### src/rtl/npu_pkg.sv
// Shared NPU definitions: the element-wise vector command format and its opcodes,
// used by the command scheduler and the layer microsequencer.
package npu_pkg;

  localparam logic [1:0] VOP_ADD         = 2'd0;
  localparam logic [1:0] VOP_MUL         = 2'd1;
  localparam logic [1:0] VOP_SCALE_SHIFT = 2'd2;
  localparam logic [1:0] VOP_CLAMP       = 2'd3;

  typedef struct packed {
    logic [1:0]  opcode;
    logic [15:0] length;
    logic [15:0] src0_base;
    logic [15:0] src1_base;
    logic [15:0] dst_base;
    logic [7:0]  scale;
    logic [7:0]  shift;
  } vec_cmd_t;

  // A zero length would wrap to 65536 elements inside the engine.
  function automatic logic cmd_is_empty(input vec_cmd_t cmd);
    return cmd.length == 16'd0;
  endfunction

endpackage

### src/rtl/sync_fifo.sv
// Single-clock FIFO with occupancy count; read/write pointers carry an extra
// wrap bit so full and empty are distinguishable.
module sync_fifo #(
  parameter int WIDTH = 8,
  parameter int DEPTH = 4
) (
  input  logic                   clk,
  input  logic                   rst,
  input  logic                   push,
  input  logic [WIDTH-1:0]       push_data,
  input  logic                   pop,
  output logic [WIDTH-1:0]       pop_data,
  output logic                   empty,
  output logic                   full,
  output logic [$clog2(DEPTH):0] count
);

  localparam int AW = $clog2(DEPTH);
  localparam logic [AW:0] PTR_ONE = 1;

  logic [WIDTH-1:0] mem [DEPTH];
  logic [AW:0]      wr_ptr;
  logic [AW:0]      rd_ptr;
  logic             push_en;
  logic             pop_en;

  assign count    = wr_ptr - rd_ptr;
  assign empty    = (wr_ptr == rd_ptr);
  assign full     = (wr_ptr[AW] != rd_ptr[AW]) && (wr_ptr[AW-1:0] == rd_ptr[AW-1:0]);
  assign push_en  = push && !full;
  assign pop_en   = pop && !empty;
  assign pop_data = mem[rd_ptr[AW-1:0]];

  always_ff @(posedge clk or posedge rst) begin
    if (rst) begin
      wr_ptr <= '0;
      rd_ptr <= '0;
    end else begin
      if (push_en) wr_ptr <= wr_ptr + PTR_ONE;
      if (pop_en)  rd_ptr <= rd_ptr + PTR_ONE;
    end
  end

  // Storage is data only and needs no reset; the pointers define validity.
  always_ff @(posedge clk) begin
    if (push_en) mem[wr_ptr[AW-1:0]] <= push_data;
  end

endmodule

### src/rtl/vec_cmd_sched.sv
// Two-requester round-robin command scheduler for vec_engine: queues commands
// in order, issues one at a time, and reports a completion record per command.
module vec_cmd_sched
  import npu_pkg::*;
#(
  parameter int DEPTH = 4,
  parameter int TAG_W = 4
) (
  input  logic                        clk,
  input  logic                        rst,
  input  logic [1:0]                  rq_valid,
  output logic [1:0]                  rq_ready,
  input  vec_cmd_t [1:0]              rq_cmd,
  input  logic [1:0][TAG_W-1:0]       rq_tag,
  output logic                        eng_cmd_valid,
  input  logic                        eng_cmd_ready,
  output logic [1:0]                  eng_opcode,
  output logic [15:0]                 eng_length,
  output logic [15:0]                 eng_src0_base,
  output logic [15:0]                 eng_src1_base,
  output logic [15:0]                 eng_dst_base,
  output logic [7:0]                  eng_scale,
  output logic [7:0]                  eng_shift,
  input  logic                        eng_done,
  output logic                        cpl_valid,
  output logic                        cpl_req_id,
  output logic [TAG_W-1:0]            cpl_tag,
  output logic                        cpl_err,
  output logic [$clog2(DEPTH):0]      q_count,
  output logic                        busy
);

  typedef struct packed {
    vec_cmd_t         cmd;
    logic [TAG_W-1:0] tag;
    logic             req_id;
  } entry_t;

  typedef enum logic [1:0] {S_IDLE, S_ISSUE, S_WAIT, S_CPL} state_t;

  state_t     state;
  state_t     state_nxt;
  logic       rr_ptr;
  logic [1:0] grant;
  logic       push;
  logic       pop;
  logic       full;
  logic       empty;
  entry_t     push_entry;
  entry_t     head;
  entry_t     iss;
  logic       iss_err;
  vec_cmd_t   eng_cmd;

  // Round-robin pointer only matters when both requesters contend.
  always_comb begin
    grant = 2'b00;
    case (rq_valid)
      2'b01:   grant = 2'b01;
      2'b10:   grant = 2'b10;
      2'b11:   grant = rr_ptr ? 2'b10 : 2'b01;
      default: grant = 2'b00;
    endcase
  end

  assign rq_ready   = full ? 2'b00 : grant;
  assign push       = |(rq_valid & rq_ready);
  assign push_entry = '{cmd: rq_cmd[grant[1]], tag: rq_tag[grant[1]], req_id: grant[1]};

  always_ff @(posedge clk or posedge rst) begin
    if (rst)                         rr_ptr <= 1'b0;
    else if (push && (&rq_valid))    rr_ptr <= ~grant[1];
  end

  sync_fifo #(
    .WIDTH ($bits(entry_t)),
    .DEPTH (DEPTH)
  ) u_fifo (
    .clk       (clk),
    .rst       (rst),
    .push      (push),
    .push_data (push_entry),
    .pop       (pop),
    .pop_data  (head),
    .empty     (empty),
    .full      (full),
    .count     (q_count)
  );

  always_ff @(posedge clk or posedge rst) begin
    if (rst) state <= S_IDLE;
    else     state <= state_nxt;
  end

  // eng_done outside S_WAIT is deliberately ignored.
  always_comb begin
    state_nxt = state;
    pop       = 1'b0;
    case (state)
      S_IDLE: begin
        if (!empty) begin
          pop       = 1'b1;
          state_nxt = cmd_is_empty(head.cmd) ? S_CPL : S_ISSUE;
        end
      end
      S_ISSUE: if (eng_cmd_ready) state_nxt = S_WAIT;
      S_WAIT:  if (eng_done)      state_nxt = S_CPL;
      S_CPL:                      state_nxt = S_IDLE;
      default:                    state_nxt = S_IDLE;
    endcase
  end

  always_ff @(posedge clk) begin
    if (pop) iss <= head;
  end

  always_ff @(posedge clk or posedge rst) begin
    if (rst)      iss_err <= 1'b0;
    else if (pop) iss_err <= cmd_is_empty(head.cmd);
  end

  // Outputs are gated by state so the unreset issue register never leaks out.
  assign eng_cmd_valid = (state == S_ISSUE);
  assign eng_cmd       = eng_cmd_valid ? iss.cmd : '0;
  assign eng_opcode    = eng_cmd.opcode;
  assign eng_length    = eng_cmd.length;
  assign eng_src0_base = eng_cmd.src0_base;
  assign eng_src1_base = eng_cmd.src1_base;
  assign eng_dst_base  = eng_cmd.dst_base;
  assign eng_scale     = eng_cmd.scale;
  assign eng_shift     = eng_cmd.shift;

  assign cpl_valid  = (state == S_CPL);
  assign cpl_req_id = cpl_valid & iss.req_id;
  assign cpl_tag    = cpl_valid ? iss.tag : '0;
  assign cpl_err    = cpl_valid & iss_err;

  assign busy = (state != S_IDLE) || !empty;

endmodule

### config.mk
export PLATFORM = sky130hd
export DESIGN_NAME = vec_cmd_sched
export DESIGN_NICKNAME = d
export VERILOG_FILES = /design/src/rtl/npu_pkg.sv /design/src/rtl/sync_fifo.sv /design/src/rtl/vec_cmd_sched.sv
export SDC_FILE = /design/constraint.sdc
export NUM_CORES = 1
export LEC_CHECK = 0
export BUFFER_PORTS_ARGS = -buffer_cell sky130_fd_sc_hd__buf_2
export CAP_MARGIN = 10
export CELL_PAD_IN_SITES_DETAIL_PLACEMENT = 0
export CELL_PAD_IN_SITES_GLOBAL_PLACEMENT = 1
export CORE_MARGIN = 2
export CORE_UTILIZATION = 53
export DETAILED_ROUTE_END_ITERATION = 6
export GPL_TIMING_DRIVEN = 0
export PLACE_DENSITY = 0.87
export SETUP_SLACK_MARGIN = 0.15
export SYNTH_ARGS = -nofsm -noshare
export SYNTH_HDL_FRONTEND = slang
export SYNTH_SLANG_ARGS = --single-unit
### constraint.sdc
create_clock -name clk -period 7.4 [get_ports clk]
set_input_delay 1.48 -clock clk [delete_from_list [all_inputs] [get_ports clk]]
set_output_delay 1.48 -clock clk [all_outputs]
set_load 0.02 [all_outputs]
After elaboration in Yosys (flattened, before gate mapping)

Memory sizes are Yosys's and may differ from the RTL's.
Cells that the tools add are included.
Widths: inputs -> output; s select.

Flip-flop bits (word level): 97
RAM bits: 348
Input bits: 178
Output and inout bits: 96
Word-level logic and storage cells: 66
Memories kept: 1

Add/sub/neg operators: 3
$lt $le $gt $ge: 1
Eq/ne operators: 12
Multiplexer cells: 18
Bitwise operators: 4
Reductions and logical operators: 13

Memory list:

| memory     | words | width | rd ports | clocked after memory_dff | wr ports | line            | source |
|---|---|---|---|---|---|---|---|
| u_fifo.mem | 4     | 87    | 1        | 0                        | 1        | sync_fifo.sv:21 | `logic [WIDTH-1:0] mem [DEPTH];` |

Operators with widths:

| kind                | count |
|---|---|
| $mux 82             | 3 |
| $logic_not 16->1    | 1 |
| $mux 2              | 6 |
| $mux 4              | 3 |
| $eq 2x2->1 const B  | 4 |
| $pmux 2 s4          | 1 |
| $add 3x1->3 const B | 2 |
| $pmux 2 s3          | 1 |
| $eq 2x1->1 const B  | 2 |
| $logic_and 1x1->1   | 4 |
| $mux 1              | 4 |
| $ne 2x2->1 const B  | 2 |
| $eq 3x3->1          | 1 |
| $reduce_and 3->1    | 1 |
| $sub 3x3->3         | 1 |
| $and 1x1->1         | 2 |
| $and 2x2->2         | 1 |
| $eq 2x2->1          | 1 |
| $logic_not 1->1     | 2 |
| $logic_not 2->1     | 1 |
| $lt 1x2->1 const B  | 1 |
| $ne 2x1->1 const B  | 1 |
| $reduce_and 2->1    | 1 |
| $reduce_bool 2->1   | 1 |
| other kinds (4)     | 4 |

Logic depth before layout (Yosys ltp)

Depth after elaboration: 8
Depth in mapped cells: 10

By module

Synthesis repeated with hierarchy kept, for this count alone.

Cell total of the unflattened synthesis: 817
Area, all modules: 17,653.2 um^2

Modules (own cells, without submodules):

| module        | instances | cells an instance | area each (um^2) | sequential area each (um^2) |
|---|---|---|---|---|
| sync_fifo     | 1         | 501               | 12,998.7         | 10,600.2 |
| vec_cmd_sched | 1         | 316               | 4,654.5          | 2,712.6 |

Worst setup path before layout

OpenSTA, ideal clock, no wires.

Path kind: reg-to-reg
From: register u_fifo.rd_ptr[1]
To: memory u_fifo.mem[3][0] in the netlist's numbering, enable pin
Library setup time: 0.457 ns
Arrival time: 4.300 ns
Slack: 2.643 ns
Stages on the path, launching flop included: 9
Buffers on the path: 3
Period minus slack after synthesis: 4.757 ns
Cell sequence: dfrtp_1 > clkbuf_1 > clkbuf_1 > clkbuf_1 > inv_2 > ha_1 > and2_1 > a21oi_1 > and2_1

Word-level cells in the longest chain between the ends: 8
Elaborated cells between the ends (all ways): 9
Those cells by class: eq/ne: 1; mux: 3; bitwise: 1; reduce/logical: 4

Ends and longest elaborated chain:

| what                           | line                | source |
|---|---|---|
| from (decl)                    | sync_fifo.sv:23     | `logic [AW:0] rd_ptr;` |
| from (signal assigned)         | sync_fifo.sv:40     | `if (pop_en) rd_ptr <= rd_ptr + PTR_ONE;` |
| $eq 2x2->1 *                   | sync_fifo.sv:29     | `assign full = (wr_ptr[AW] != rd_ptr[AW]) && (wr_ptr[AW-1:0] == rd_ptr[AW-1:0]);` |
| $logic_and 1x1->1 *            | sync_fifo.sv:29     |  |
| $mux 2                         | vec_cmd_sched.sv:66 | `assign rq_ready = full ? 2'b00 : grant;` |
| $and 2x2->2                    | vec_cmd_sched.sv:67 | `assign push = \|(rq_valid & rq_ready);` |
| $reduce_or 2->1                | vec_cmd_sched.sv:67 |  |
| $logic_and 1x1->1 *            | sync_fifo.sv:30     | `assign push_en = push && !full;` |
| $mux 1 *                       | sync_fifo.sv:46     | `if (push_en) mem[wr_ptr[AW-1:0]] <= push_data;` |
| $mux 1 (not written as such) * | sync_fifo.sv:46     |  |
| to (decl)                      | sync_fifo.sv:21     |  |

Every way passes the cells marked *; elsewhere a longest branch is shown, timed or not.

Worst setup path in the final report

From: register u_fifo.rd_ptr[1]
To: output rq_ready[0]

Word-level cells in the longest chain between the ends: 3

Ends and longest elaborated chain:

| what              | line                | source |
|---|---|---|
| $eq 2x2->1        | sync_fifo.sv:29     |  |
| $logic_and 1x1->1 | sync_fifo.sv:29     |  |
| $mux 2            | vec_cmd_sched.sv:66 |  |
| to (decl)         | vec_cmd_sched.sv:12 | `output logic [1:0] rq_ready,` |

No other way between the ends.

==> run summary <==
status -> finished, final reports clean
H-tree depth -> 2
part of the power in combinational logic -> 32.0%
endpoints failing setup -> 0
FF-to-FF Start -> u_fifo.rd_ptr[1]$_DFFE_PP0P_
Synth area leaders -> edfxtp_1 (75%), mux4_2 (11%), mux2_1 (5.5%)
Yosys reg bits -> 445
largest area contributor in the netlist -> edfxtp_1
cts repair resizes -> 0
Initial Utilization -> 53.8%
mapped cell area -> 17500 sq um
Worst EP required -> 5.92 ns
max-cap viol count -> 0
commonest non-fill, non-tap cell in the layout -> edfxtp_1
drt drc -> 0
number of global-route vias before repair -> 8505
core area -> 32500 sq um
WHS Endpoint -> rr_ptr$_DFFE_PP0P_
gpl congestion -> 0.703
Hold Fails Final Rpt -> 0
Die X -> 185 microns
crit path max fanout -> 10
grt met3 use -> 4.11%
VDD IR max -> 0.313 mV
first-pass GRT wire length -> 48900 microns
root buffer cell -> clkbuf_16
Reg2Reg Setup Slack -> 2.79 ns
worst setup path class -> flop to primary output
diode count -> 0
worst r2r dst -> u_fifo.mem[3][40]$_DFFE_PP_
critical path endpoint category -> primary output
Hold Crit Start -> rr_ptr$_DFFE_PP0P_
fraction of layout cells with a size suffix above 1 -> 38.3%
final instance area -> 20900 sq um
die height -> 185 microns
grt peak-use layer -> met2
Clock Skews -> 0.0191 ns
most frequent cells in the layout -> edfxtp_1 (435), buf_2 (284), and2_1 (89)
Worst-Margin Slew -> 1.13 ns
Hold Crit Depth -> 1
Yosys top cell area share -> 74.8%
RSZ-0062 raised after global routing -> false
Bufs on Longest Clock Path -> 3
FF-to-FF path depth -> 9
initial antenna violation count -> 4
Sw Share -> 31.3%
Clock Latency Late Sink -> 0.53 ns
Max Slew Vio Count -> 0
Post-DRT Antenna Nets -> 0
Top Ports -> 274
mean post-synth cell area -> 21.6 sq um
CP Launch Type -> flop
die area -> 34400 sq um
critical path arrival -> 3.69 ns
Row Count -> 66
largest net degree at the start of global routing -> 54
I/O Buffers -> 273
TNS Setup -> 0 ns
Slew headroom -> 23.9%
fmax -> 194 MHz
CTS Sinks -> 445
clock-pin slew on the worst setup and hold paths -> 0.06 ns
Switch Pwr -> 2.93 mW
global routing usage on met2 -> 31.5%
met1 Use GR -> 26.8%
synthesized instance count -> 810
final worst path period need -> 5.17 ns
net count of the mapped netlist -> 1000
starting DRC count in detailed routing -> 561
DR vias -> 8690
Area Overhead vs Synth -> 19.7%
LEAKAGE -> 7.52 nW
total wire length -> 33000 microns
Seq pwr share -> 45.4%
via/cell ratio -> 5.40
Routed WL per cell -> 20.5 microns
clock network fraction of total power -> 22.6%
Yosys cell types -> 30
total CTS buffers -> 44
CTS Hold Buffers Added -> 0
pwr dens -> 448 nW/um^2
internal power -> 6.43 mW
GRT Total Usage -> 19.2%
sequential share of the synthesized area -> 76.3%
Layout Cells excl Fill -> 1608
CTS tree -> done
Congestion Overflow GR -> 0
Ys Warns -> 0
Min-Delay Path Class -> flop to flop
setup bufs post-CTS -> 0
Pre-antenna DRT Iters -> 4
HPWL Detailed -> 20700 microns
nets -> 1324
dpl cell area -> 19500 sq um
dpl cells -> 1530
final worst-path cycle share -> 69.8%
synth_stat cells:
master,count
edfxtp_1,435
and2_1,93
mux2_1,86
mux4_2,86
clkbuf_1,19
buf_2,11
ha_1,11
dfrtp_1,10
nand2_1,8
inv_1,7
buf_1,6
xnor2_1,6
o21ai_1,5
inv_2,4
a21oi_1,3
nand3_1,2
nor2b_1,2
nor4_1,2
nor4_2,2
xor2_1,2
a311oi_1,1
buf_12,1
buf_6,1
fa_1,1
mux4_1,1
nand3b_1,1
nand4_1,1
nor2_1,1
o221ai_2,1
o32a_1,1
cell type report:
cell class              count  area [sq um]
clock buffers              60          1180
clock inverters            18           179
repair buffers            278          1500
multi-input cells         316          3930
inverters                  11          43.8
fillers                  2219         11600
plain buffers              38           180
well taps                 442           553
flip-flops and latches    445         13300
worst max-delay path: stages, from the launching register on:
cell      delay, ns
dfrtp_1        0.39
clkbuf_1       0.37
clkbuf_1       0.70
clkbuf_1       0.56
inv_2          0.08
ha_1           0.32
and2_1         0.25
nand2_1        0.13
nand2_1        0.06
a21oi_1        0.11
buf_2          0.18
registers in the layout, summed over array words and instances, names as in the netlist:
signal / count
u_fifo.mem: 348
iss: 87
u_fifo.rd_ptr: 3
u_fifo.wr_ptr: 3
state: 2
iss_err: 1
rr_ptr: 1
per-layer routing:
layer  wire length [microns]  vias up
met5                      57        -
met4                     618        8
met3                    2130       57
met2                   16200      310
met1                   14000     4406
li1                        -     3909
logic make-up after synthesis:
| logic type | synth area share [%] |
|---|---|
| fa+ha+maj | 0.903 |
| compound gates | 0.423 |
| flops | 76.3 |
| simple gates | 3.95 |
| mux | 16.8 |
| xor+xnor | 0.401 |
| buf+inv | 1.27 |
metrics by stage:
| stage | hold WS [ns] | power [mW] | worst slack [ns] | util [%] |
|---|---|---|---|---|
| after floorplan | 0.448 | 6.30 | 2.64 | - |
| after global placement | 0.485 | 7.29 | 0.0832 | 59.7 |
| after detailed placement | 0.493 | 7.36 | 2.17 | 60.2 |
| after CTS | 0.506 | 9.47 | 2.13 | 64.4 |
| after global routing | 0.537 | 9.82 | 2.01 | 64.4 |
| final | 0.504 | 9.36 | 2.23 | 64.4 |
power by group through the flow:
stage               logic, mW  registers [mW]  clock network [mW]
finish                   3.00            4.25                2.11
global route             3.24            4.32                2.25
CTS                      3.06            4.26                2.16
detailed placement       3.06            4.30                   0
global placement         2.90            4.38                   0
floorplan                2.02            4.28                   0
how the worst max path moves through the flow:
stage                     slack (ns)                    startpoint  cells past startpoint                           to
after detailed placement        2.17                   rq_valid[0]                      7                  rq_ready[1]
after floorplan                 2.64  u_fifo.rd_ptr[1]$_DFFE_PP0P_                      8   u_fifo.mem[3][0]$_DFFE_PP_
final                           2.23  u_fifo.rd_ptr[1]$_DFFE_PP0P_                     10                  rq_ready[0]
after global routing            2.01  u_fifo.rd_ptr[1]$_DFFE_PP0P_                     10                  rq_ready[0]
after CTS                       2.13  u_fifo.rd_ptr[1]$_DFFE_PP0P_                     10                  rq_ready[0]
after global placement          0.08  u_fifo.rd_ptr[1]$_DFFE_PP0P_                      8  u_fifo.mem[2][23]$_DFFE_PP_
Note: power is estimated with default switching activity, not from simulation.
